File: src/rtl/qpsk_demapper_deserializer_if.sv
// Symbol-in / word-out bus of the QPSK demapper-deserializer.
// master = symbol source and word consumer side, slave = the demapper.
interface qpsk_demapper_deserializer_if #(
   parameter int unsigned WORD_BITS = 16
);
   logic                  sym_valid;
   logic signed [1:0]     I_Signal;
   logic signed [1:0]     Q_Signal;
   logic [WORD_BITS-1:0]  word_data;
   logic                  word_valid;
   logic                  word_ready;
   logic                  erasure;
   logic                  overflow;
   logic                  locked;

   modport master (
      output sym_valid, I_Signal, Q_Signal, word_ready,
      input  word_data, word_valid, erasure, overflow, locked
   );

   modport slave (
      input  sym_valid, I_Signal, Q_Signal, word_ready,
      output word_data, word_valid, erasure, overflow, locked
   );
endinterface

File: src/rtl/qpsk_demapper_deserializer.sv
// Hard-decision QPSK demapper packing symbol bit pairs LSB-first into words.
// Optional frame-sync hunt/lock FSM enabled by defining SYNC_SEARCH_EN.
module qpsk_demapper_deserializer #(
   parameter int unsigned          WORD_BITS   = 16,
   parameter logic [WORD_BITS-1:0] SYNC_WORD   = WORD_BITS'(16'hB41E),
   parameter int unsigned          ERASE_LIMIT = 4
) (
   input  logic                          CLOCK_50,
   input  logic                          RESET,
   qpsk_demapper_deserializer_if.slave   bus
);
   localparam int unsigned SYMS   = WORD_BITS / 2;
   localparam int unsigned CNT_W  = (SYMS > 1) ? $clog2(SYMS) : 1;
   localparam int unsigned ECNT_W = $clog2(SYMS + 1);

   logic [WORD_BITS-1:0] word_data_q, word_data_d;
   logic                 word_valid_q, word_valid_d;
   logic                 erasure_q, erasure_d;
   logic                 overflow_q, overflow_d;
   logic [WORD_BITS-1:0] asm_q, asm_d;
   logic [CNT_W-1:0]     cnt_q, cnt_d;

   logic [1:0] pair;
   logic       erase;
   logic       hs;
   logic       last_sym;
   logic       asm_en;

   // Negative levels (-1, -2) decide 1; zero on either rail is an erasure.
   assign pair     = {bus.I_Signal[1], bus.Q_Signal[1]};
   assign erase    = (bus.I_Signal == 2'sd0) || (bus.Q_Signal == 2'sd0);
   assign hs       = word_valid_q & bus.word_ready;
   assign last_sym = (cnt_q == CNT_W'(SYMS - 1));

`ifdef SYNC_SEARCH_EN
   localparam logic [0:0] ST_HUNT = 1'b0;
   localparam logic [0:0] ST_LOCK = 1'b1;

   logic [0:0]           state_q, state_d;
   logic [WORD_BITS-1:0] win_q, win_d;
   logic [ECNT_W-1:0]    ecnt_q, ecnt_d;
   logic                 locked_q, locked_d;

   assign asm_en = (state_q == ST_LOCK);

   always_ff @(posedge CLOCK_50 or posedge RESET) begin
      if (RESET) begin
         state_q  <= ST_HUNT;
         win_q    <= '0;
         ecnt_q   <= '0;
         locked_q <= 1'b0;
      end else begin
         state_q  <= state_d;
         win_q    <= win_d;
         ecnt_q   <= ecnt_d;
         locked_q <= locked_d;
      end
   end

   // Hunt slides a window over the symbol stream; lock drops after an erasure-heavy word.
   always_comb begin
      state_d = state_q;
      win_d   = win_q;
      ecnt_d  = ecnt_q;
      if (bus.sym_valid) begin
         if (state_q == ST_HUNT) begin
            win_d = {pair, win_q[WORD_BITS-1:2]};
            if (win_d == SYNC_WORD) begin
               state_d = ST_LOCK;
               ecnt_d  = '0;
            end
         end else begin
            ecnt_d = ecnt_q + ECNT_W'(erase);
            if (last_sym) begin
               if (32'(ecnt_d) >= ERASE_LIMIT) begin
                  state_d = ST_HUNT;
                  win_d   = '0;
               end
               ecnt_d = '0;
            end
         end
      end
      locked_d = (state_d == ST_LOCK);
   end

   assign bus.locked = locked_q;
`else
   logic unused_cfg;

   assign unused_cfg = ^{SYNC_WORD, 32'(ERASE_LIMIT)};
   assign asm_en     = 1'b1;
   assign bus.locked = 1'b1;
`endif

   always_ff @(posedge CLOCK_50 or posedge RESET) begin
      if (RESET) begin
         word_data_q  <= '0;
         word_valid_q <= 1'b0;
         erasure_q    <= 1'b0;
         overflow_q   <= 1'b0;
         asm_q        <= '0;
         cnt_q        <= '0;
      end else begin
         word_data_q  <= word_data_d;
         word_valid_q <= word_valid_d;
         erasure_q    <= erasure_d;
         overflow_q   <= overflow_d;
         asm_q        <= asm_d;
         cnt_q        <= cnt_d;
      end
   end

   // Pairs shift in from the top, so after SYMS symbols symbol 0 sits at bits [1:0].
   always_comb begin
      word_data_d  = word_data_q;
      word_valid_d = word_valid_q;
      overflow_d   = overflow_q;
      erasure_d    = 1'b0;
      asm_d        = asm_q;
      cnt_d        = cnt_q;
      if (hs) begin
         word_valid_d = 1'b0;
      end
      if (bus.sym_valid) begin
         erasure_d = erase;
      end
      if (bus.sym_valid && asm_en) begin
         asm_d = {pair, asm_q[WORD_BITS-1:2]};
         if (last_sym) begin
            cnt_d = '0;
            if (!word_valid_q || hs) begin
               word_data_d  = asm_d;
               word_valid_d = 1'b1;
            end else begin
               overflow_d = 1'b1;
            end
         end else begin
            cnt_d = cnt_q + CNT_W'(1);
         end
      end
   end

   assign bus.word_data  = word_data_q;
   assign bus.word_valid = word_valid_q;
   assign bus.erasure    = erasure_q;
   assign bus.overflow   = overflow_q;
endmodule
File: src/flat_wrapper.sv
// flat-port wrapper written by rule: the top's interface ports become plain ports
module qpsk_demapper_deserializer_flat 
#(
   parameter int unsigned          WORD_BITS   = 16,
   parameter logic [WORD_BITS-1:0] SYNC_WORD   = WORD_BITS'(16'hB41E),
   parameter int unsigned          ERASE_LIMIT = 4
)
  (CLOCK_50, RESET, bus_sym_valid, bus_I_Signal, bus_Q_Signal, bus_word_ready, bus_word_data, bus_word_valid, bus_erasure, bus_overflow, bus_locked);
  qpsk_demapper_deserializer_if #(.WORD_BITS(WORD_BITS)) bus_i ();
  input  logic CLOCK_50;
  input  logic RESET;
  input wire logic [$bits(bus_i.sym_valid)-1:0] bus_sym_valid;
  input wire logic [$bits(bus_i.I_Signal)-1:0] bus_I_Signal;
  input wire logic [$bits(bus_i.Q_Signal)-1:0] bus_Q_Signal;
  input wire logic [$bits(bus_i.word_ready)-1:0] bus_word_ready;
  output wire logic [$bits(bus_i.word_data)-1:0] bus_word_data;
  output wire logic [$bits(bus_i.word_valid)-1:0] bus_word_valid;
  output wire logic [$bits(bus_i.erasure)-1:0] bus_erasure;
  output wire logic [$bits(bus_i.overflow)-1:0] bus_overflow;
  output wire logic [$bits(bus_i.locked)-1:0] bus_locked;
  assign bus_i.sym_valid = bus_sym_valid;
  assign bus_i.I_Signal = bus_I_Signal;
  assign bus_i.Q_Signal = bus_Q_Signal;
  assign bus_i.word_ready = bus_word_ready;
  assign bus_word_data = bus_i.word_data;
  assign bus_word_valid = bus_i.word_valid;
  assign bus_erasure = bus_i.erasure;
  assign bus_overflow = bus_i.overflow;
  assign bus_locked = bus_i.locked;
  qpsk_demapper_deserializer #(.WORD_BITS(WORD_BITS), .SYNC_WORD(SYNC_WORD), .ERASE_LIMIT(ERASE_LIMIT)) u_core (.CLOCK_50(CLOCK_50), .RESET(RESET), .bus(bus_i));
endmodule
File: config.mk
export PLATFORM = sky130hd
export DESIGN_NAME = qpsk_demapper_deserializer_flat
export DESIGN_NICKNAME = d
export VERILOG_FILES = /design/src/rtl/qpsk_demapper_deserializer_if.sv /design/src/rtl/qpsk_demapper_deserializer.sv /design/src/flat_wrapper.sv
export SDC_FILE = /design/constraint.sdc
export NUM_CORES = 1
export LEC_CHECK = 0
export ABC_AREA = 1
export CORE_MARGIN = 2
export CORE_UTILIZATION = 35
export DETAILED_ROUTE_END_ITERATION = 8
export GPL_TIMING_DRIVEN = 0
export SKIP_LAST_GASP = 1
export SLEW_MARGIN = 20
export SYNTH_ARGS = -nofsm -noshare
export SYNTH_HDL_FRONTEND = slang
export SYNTH_SLANG_ARGS = --single-unit
File: constraint.sdc
create_clock -name CLOCK_50 -period 2.2 [get_ports CLOCK_50]
set_input_delay 0.44 -clock CLOCK_50 [delete_from_list [all_inputs] [get_ports CLOCK_50]]
set_output_delay 0.44 -clock CLOCK_50 [all_outputs]
set_load 0.01 [all_outputs]
==> metrics.yaml, run 1 <==
layout:
  antenna_cells: 0
  fill_cells: 400
  drive_gt1_frac: 0.0914
  multiInputGateArea_um2: 438
  final_core_util: 0.464
  fin_area_um2: 1840
  ff_latch_area_um2: 901
  nNetsFinal: 195
  fin_cells: 236
  synthToLayoutAreaGrowth_pct: 28.9
critical_path:
  max_stage_delay_ns: 0.54
  crit_type: "reg -> out"
  path_buf_inv: 1
  cp_max_fo: 2
  end_kind: "output port"
  critPathArrivalTime_ns: 1.19
  start_kind: "flop"
  critPathSlowestCell: "clkdlybuf4s50_1"
  worst-endpoint-required_ns: 1.76
  worstPathCellList: "clkdlybuf4s50_1"
  critPathTopFamily: "buffers and inverters"
logic_synthesis:
  synth_nets: 162
  synth_top_family_by_area: "simple AND/OR/NAND/NOR gates"
  ys_types: 16
  ys_warn_count: 0
  synth_compound_area_frac: 0.0595
  syn_avg_cell_area_um2: 9.41
  muxShareOfSynthArea: 0
  synth-simple-area-share: 0.227
  synth_xor_area_frac: 0
  ys_ff_latch: 36
  syn_inst: 152
  ys_seq_area_frac: 0.630
  netlist_area_um2: 1430
  synth_fa_ha_area_frac: 0.0175
clocking:
  clock_latency_ns: 0.28
  cts_buffers: 5
  cts.sink_count: 36
  cts.reportedPaths.clkPinSlew_ns: 0.07
  cts_tree: "built"
  ctsResizeCount: 0
  ctsRootBufferMaster: "clkbuf_8"
  clock_path_buffers: 2
  cts_hold_buffers: 0
  cts_setup_buffers: 0
  cts_max_level: 2
detailed_routing:
  detail_route.wl_per_cell_um: 11.9
  firstDrtPassIters: 4
  vias_per_cell: 4.59
  remaining_drc_errors: 0
  ant_nets: 0
  drt_iter0_drc: 45
  vias: 1083
  routed_wl_mm: 2.80
floorplanning:
  initial_utilization: 0.360
  ios: 28
  core_region_area_um2: 3970
  num_rows: 23
  die_w_um: 67.9
  dieArea_um2: 4610
  die_h_um: 67.9
sta:
  clock_skew_ns: 0.00335
  period_share: 0.742
  hold-worst-slack_ns: 0.471
  fin_crit_ns: 1.63
  setup_viol: 0
  worstMarginPinSlew_ns: 0.720
  max-slew-margin-rel: 0.519
  finalHoldViolations: 0
  setup-tns-final_ns: 0
  maxSlewViolCount: 0
  fmax_ghz: 0.612
  rsz0062_at_grt: "false"
placed_design:
  dp_hpwl_mm: 2.04
  place_inst: 228
  gp_congestion: 0.774
  dpl-instance-area_um2: 1750
  port_buffers: 26
run:
  cap_violations: 0
global_routing:
  grt_antenna_before_repair: 0
  grt_start_max_net_pins: 37
  grt_pass1_wl_mm: 4.92
  first_global_vias: 1180
  overflow: 0
  grt_use_total: 0.144
pwr:
  p_clk_frac: 0.234
  power_density_nw_per_um2: 1100
  ir_drop_mv: 0.380
  p_int_mw: 1.43
  switching_power_mw: 0.592
  leakagePower_nw: 0.928
  seqPwrFrac: 0.471
  p_sw_frac: 0.293
  comb_power_share: 0.296
worst_hold_path:
  hp-class: "reg -> reg"
outcome:
  status: "finished, final reports clean"
-- power groups by stage --
stage | combinational (mW) | sequential (mW) | clock, mW
final | 0.598 | 0.951 | 0.473
after global routing | 0.676 | 0.972 | 0.515
after CTS | 0.612 | 0.952 | 0.484
after detailed placement | 0.610 | 0.964 | 0
after global placement | 0.590 | 0.953 | 0
after floorplan | 0.211 | 1.01 | 0
-- placed cells by master, fill, tap and decap left out --
| cell | instances |
|---|---|
| buf_6 | 1 |
| buf_4 | 2 |
| nand2_4 | 1 |
| o21ai_0 | 14 |
| inv_1 | 10 |
| nor2_1 | 1 |
| clkbuf_8 | 6 |
| o21a_1 | 1 |
| nand3_1 | 17 |
| inv_2 | 2 |
| dfrtp_1 | 36 |
| nand2_2 | 1 |
| clkbuf_1 | 2 |
| nand2_1 | 58 |
| buf_2 | 4 |
| ha_1 | 2 |
| o21bai_1 | 1 |
| clkdlybuf4s50_1 | 26 |
| conb_1 | 1 |
-- registers in the layout (all words and copies together) (netlist names) --
name,flops
u_core.bus.word_data,16
u_core.asm_q,14
u_core.cnt_q,3
u_core.bus.word_valid,1
u_core.bus.overflow,1
u_core.bus.erasure,1
-- through the flow --
step | power [mW] | setup WS, ns
finish | 2.02 | 0.567
global route | 2.16 | 0.519
CTS | 2.05 | 0.556
detailed placement | 1.57 | 0.491
global placement | 1.54 | 0.194
floorplan | 1.23 | 0.887
-- worst reg2reg max path, stage by stage (launching register included) --
cell	delay (ns)
dfrtp_1	0.39
ha_1	0.20
ha_1	0.20
nand2_1	0.15
inv_2	0.11
buf_4	0.19
nand3_1	0.08
nand2_1	0.05
-- kinds of logic after synthesis --
group,after synthesis
and+or+nand+nor,78
adders and majority gates,2
AOI/OAI and AO/OA,16
buffers and inverters,19
other,1
DFF,36
-- metal layers --
layer	GRT usage	up-vias	wire (um)	share of wire
met5	0	-	0	0
met4	0.0675	0	44	0.016
met3	0.0395	6	102	0.036
met2	0.255	20	1410	0.51
met1	0.159	519	1240	0.44
li1	-	538	-	-
-- synth_stat cells --
cell / number / share of area
nand2_1: 58 / 0.15
dfrtp_1: 36 / 0.63
nand3_1: 17 / 0.059
o21ai_0: 14 / 0.049
inv_1: 11 / 0.029
buf_2: 4 / 0.014
buf_4: 2 / 0.010
ha_1: 2 / 0.017
buf_6: 1 / 0.0079
conb_1: 1 / 0.0026
inv_2: 1 / 0.0026
nand2_2: 1 / 0.0044
nand2_4: 1 / 0.0079
nor2_1: 1 / 0.0026
o21a_1: 1 / 0.0053
o21bai_1: 1 / 0.0053
-- worst paths after layout --
check / cells past startpoint / slack (ns) / from / endpoint
min in group asynchronous: 2 / 0.60 / RESET / u_core.bus.word_data[1]
worst min-delay path: 2 / 0.47 / u_core.bus.word_data[2] / u_core.bus.word_data[2]
worst max register to register: 7 / 0.73 / u_core.cnt_q[0] / u_core.bus.word_data[9]
worst min register to register: 2 / 0.47 / u_core.bus.word_data[2] / u_core.bus.word_data[2]
max in group asynchronous: 2 / 1.14 / RESET / u_core.cnt_q[1]
worst max-delay path: 1 / 0.57 / u_core.bus.word_valid / bus_word_valid
-- cell type report --
| class | instances | share of cell area |
|---|---|---|
| inverters | 12 | 0.0244 |
| clock buffers | 8 | 0.0489 |
| repair buffers | 26 | 0.141 |
| plain buffers | 7 | 0.0251 |
| flip-flops and latches | 36 | 0.489 |
| well taps | 50 | 0.0339 |
| multi-input cells | 97 | 0.238 |
Power figures use the tool's default switching activity.
==> inputs of run 2 (changes only) <==
==> constraint.sdc (replaced) <==
create_clock -name CLOCK_50 -period 1.53 [get_ports CLOCK_50]
set_input_delay 0.306 -clock CLOCK_50 [delete_from_list [all_inputs] [get_ports CLOCK_50]]
set_output_delay 0.306 -clock CLOCK_50 [all_outputs]
set_load 0.01 [all_outputs]
==> run 2 against run 1 <==
  * Total power up 44%
  * Largest cell class unchanged
  * Sequential cell count unchanged
  * Critical path type unchanged
  * Largest power group unchanged
  * Core utilization up 0.19 points
==> metrics.yaml, run 2 (synthesis gave the netlist of run 1 again) <==
outcome:
  status: "finished, final reports clean"
floorplanning:
  num_rows: 23  # unchanged
  initial_utilization: 0.360  # unchanged
  ios: 28  # unchanged
  core_region_area_um2: 3970  # unchanged
  die_w_um: 67.9  # unchanged
  die_h_um: 67.9  # unchanged
  dieArea_um2: 4610  # unchanged
placed_design:
  place_inst: 228  # unchanged
  post-place-ws_ns: -0.0451  # -0.536 ns
  port_buffers: 26  # unchanged
  gp_congestion: 0.774  # unchanged
  dp_hpwl_mm: 2.04  # unchanged
pwr:
  ir_drop_mv: 0.539  # +42%
  power_density_nw_per_um2: 1570  # +43%
  fin_total_pwr_mw: 2.91  # +44%
  comb_power_share: 0.295  # about the same
  p_sw_frac: 0.294  # +0.000675
  seqPwrFrac: 0.471  # about the same
  p_clk_frac: 0.234  # about the same
  switching_power_mw: 0.853  # +44%
  p_int_mw: 2.05  # +44%
  leakagePower_nw: 0.962  # +3.6%
sta:
  fmax_ghz: 0.671
  maxSlewViolCount: 0  # unchanged
  setup_ws_ns: 0.0406  # -0.527 ns
  worstMarginPinSlew_ns: 0.717  # -0.00275 ns
  rsz0062_at_grt: "false"
  period_share: 0.973
  setup_viol: 0  # unchanged
  finalHoldViolations: 0  # unchanged
  setup-tns-final_ns: 0  # unchanged
  fin_crit_ns: 1.49
  clock_skew_ns: 0.00341  # +0.0000598 ns
  max-slew-margin-rel: 0.521  # +0.00184
clocking:
  clock_latency_ns: 0.28  # about the same
  clock_path_buffers: 2  # unchanged
  cts_tree: "built"
  cts_buffers: 5  # unchanged
  ctsRootBufferMaster: "clkbuf_8"
  cts.sink_count: 36  # unchanged
  cts_hold_buffers: 0  # unchanged
  cts.reportedPaths.clkPinSlew_ns: 0.07  # about the same
  cts_max_level: 2  # unchanged
detailed_routing:
  drt_iter0_drc: 41  # -8.9%
  routed_wl_mm: 2.81  # +0.50%
  ant_nets: 0  # unchanged
  vias_per_cell: 4.58  # -0.18%
  firstDrtPassIters: 4  # unchanged
  detail_route.wl_per_cell_um: 11.9  # +0.50%
  remaining_drc_errors: 0  # unchanged
  vias: 1081  # -0.18%
layout:
  ff_latch_area_um2: 901  # unchanged
  final_common_cell: "nand2_1"
  drive_gt1_frac: 0.0968  # +0.00538
  largest_register_ffs: 16  # unchanged
  synthToLayoutAreaGrowth_pct: 29.4
  fill_cells: 400  # unchanged
  final_cell_mix: "nand2_1 (57), dfrtp_1 (36), clkdlybuf4s50_1 (24)"
  nNetsFinal: 195  # unchanged
  fin_cells: 236  # unchanged
  multiInputGateArea_um2: 440  # +0.57%
  antenna_cells: 0  # unchanged
critical_path:
  critPathArrivalTime_ns: 1.18  # about the same
  crit_type: "reg -> out"
  max_stage_delay_ns: 0.54  # about the same
  worst-endpoint-required_ns: 1.22  # -0.54 ns
  worstPathCellList: "clkdlybuf4s50_1"
  path_buf_inv: 1  # unchanged
  cp_max_fo: 2  # unchanged
  end_kind: "output port"
  critPathSlowestCell: "clkdlybuf4s50_1"
  critPathTopFamily: "buffers and inverters"
  start_kind: "flop"
global_routing:
  grt_use_total: 0.144  # unchanged
  grt_start_max_net_pins: 37  # unchanged
  grt_antenna_before_repair: 0  # unchanged
  overflow: 0  # unchanged
  grt_pass1_wl_mm: 4.92  # unchanged
  first_global_vias: 1180  # unchanged
run:
  cap_violations: 0  # unchanged
worst_hold_path:
  hp-class: "in -> async"
[run 2: changes by cell type in the layout (fill, tap and decap cells not counted), sizes merged]
cell / previous run / this run
dlymetal6s2s: 0 / 2
clkdlybuf4s50: 26 / 24
[run 2: path summary, 6_finish.rpt]
kind,startpoint,end,slack [ns],depth (start not counted)
hold reg to reg,u_core.bus.word_data[2],u_core.bus.word_data[2],0.47,2
min in group CLOCK_50,u_core.bus.word_data[2],u_core.bus.word_data[2],0.47,2
setup / recovery,u_core.bus.word_data[11],bus_word_data[11],0.04,1
max in group asynchronous,RESET,u_core.asm_q[11],0.61,2
setup reg to reg,u_core.cnt_q[0],u_core.bus.word_data[9],0.10,7
hold / removal,RESET,u_core.bus.word_data[1],0.47,2
[run 2: metrics by stage]
step,hold WS (ns),instance area [um^2],util
detailed placement,0.457,1750,0.441
CTS,0.475,1840,0.464
global route,0.507,1850,0.466
floorplan,0.413,1430,-
global placement,0.454,1750,0.441
finish,0.466,1850,0.466
[run 2: repair_timing]
item | 4_1_cts | 5_1_grt
setup endpoints to repair | 0 | 12
gates resized for setup | 0 | 3
setup buffers | 0 | 0
hold endpoints to repair | 0 | 0
[run 2: area by class of cell]
type	count	share of cell area
well taps	50	0.0338
multi-input cells	97	0.238
repair buffers	26	0.143
inverters	12	0.0243
plain buffers	7	0.0250
flip-flops and latches	36	0.487
clock buffers	8	0.0487
[run 2: power by group through the flow]
stage	combinational, mW	sequential [mW]	clock [mW]
final	0.858	1.37	0.680
after global routing	0.970	1.40	0.741
after CTS	0.880	1.37	0.696
after detailed placement	0.877	1.39	0
after global placement	0.848	1.37	0
after floorplan	0.303	1.46	0
[run 2: routing by layer]
layer,global-route usage,share of wire
met5,0,0
met4,0.0675,0.016
met3,0.0395,0.037
met2,0.255,0.51
met1,0.159,0.44
==> inputs of run 3 (changes only) <==
--- a/config.mk
+++ b/config.mk
@@ -9,6 +9,7 @@
 export CORE_MARGIN = 2
 export CORE_UTILIZATION = 35
 export DETAILED_ROUTE_END_ITERATION = 8
+export GPL_ROUTABILITY_DRIVEN = 1
 export GPL_TIMING_DRIVEN = 0
 export SKIP_LAST_GASP = 1
 export SLEW_MARGIN = 20
==> results of run 3 <==
Final layout, timing and power as in run 2 (identical DEF).
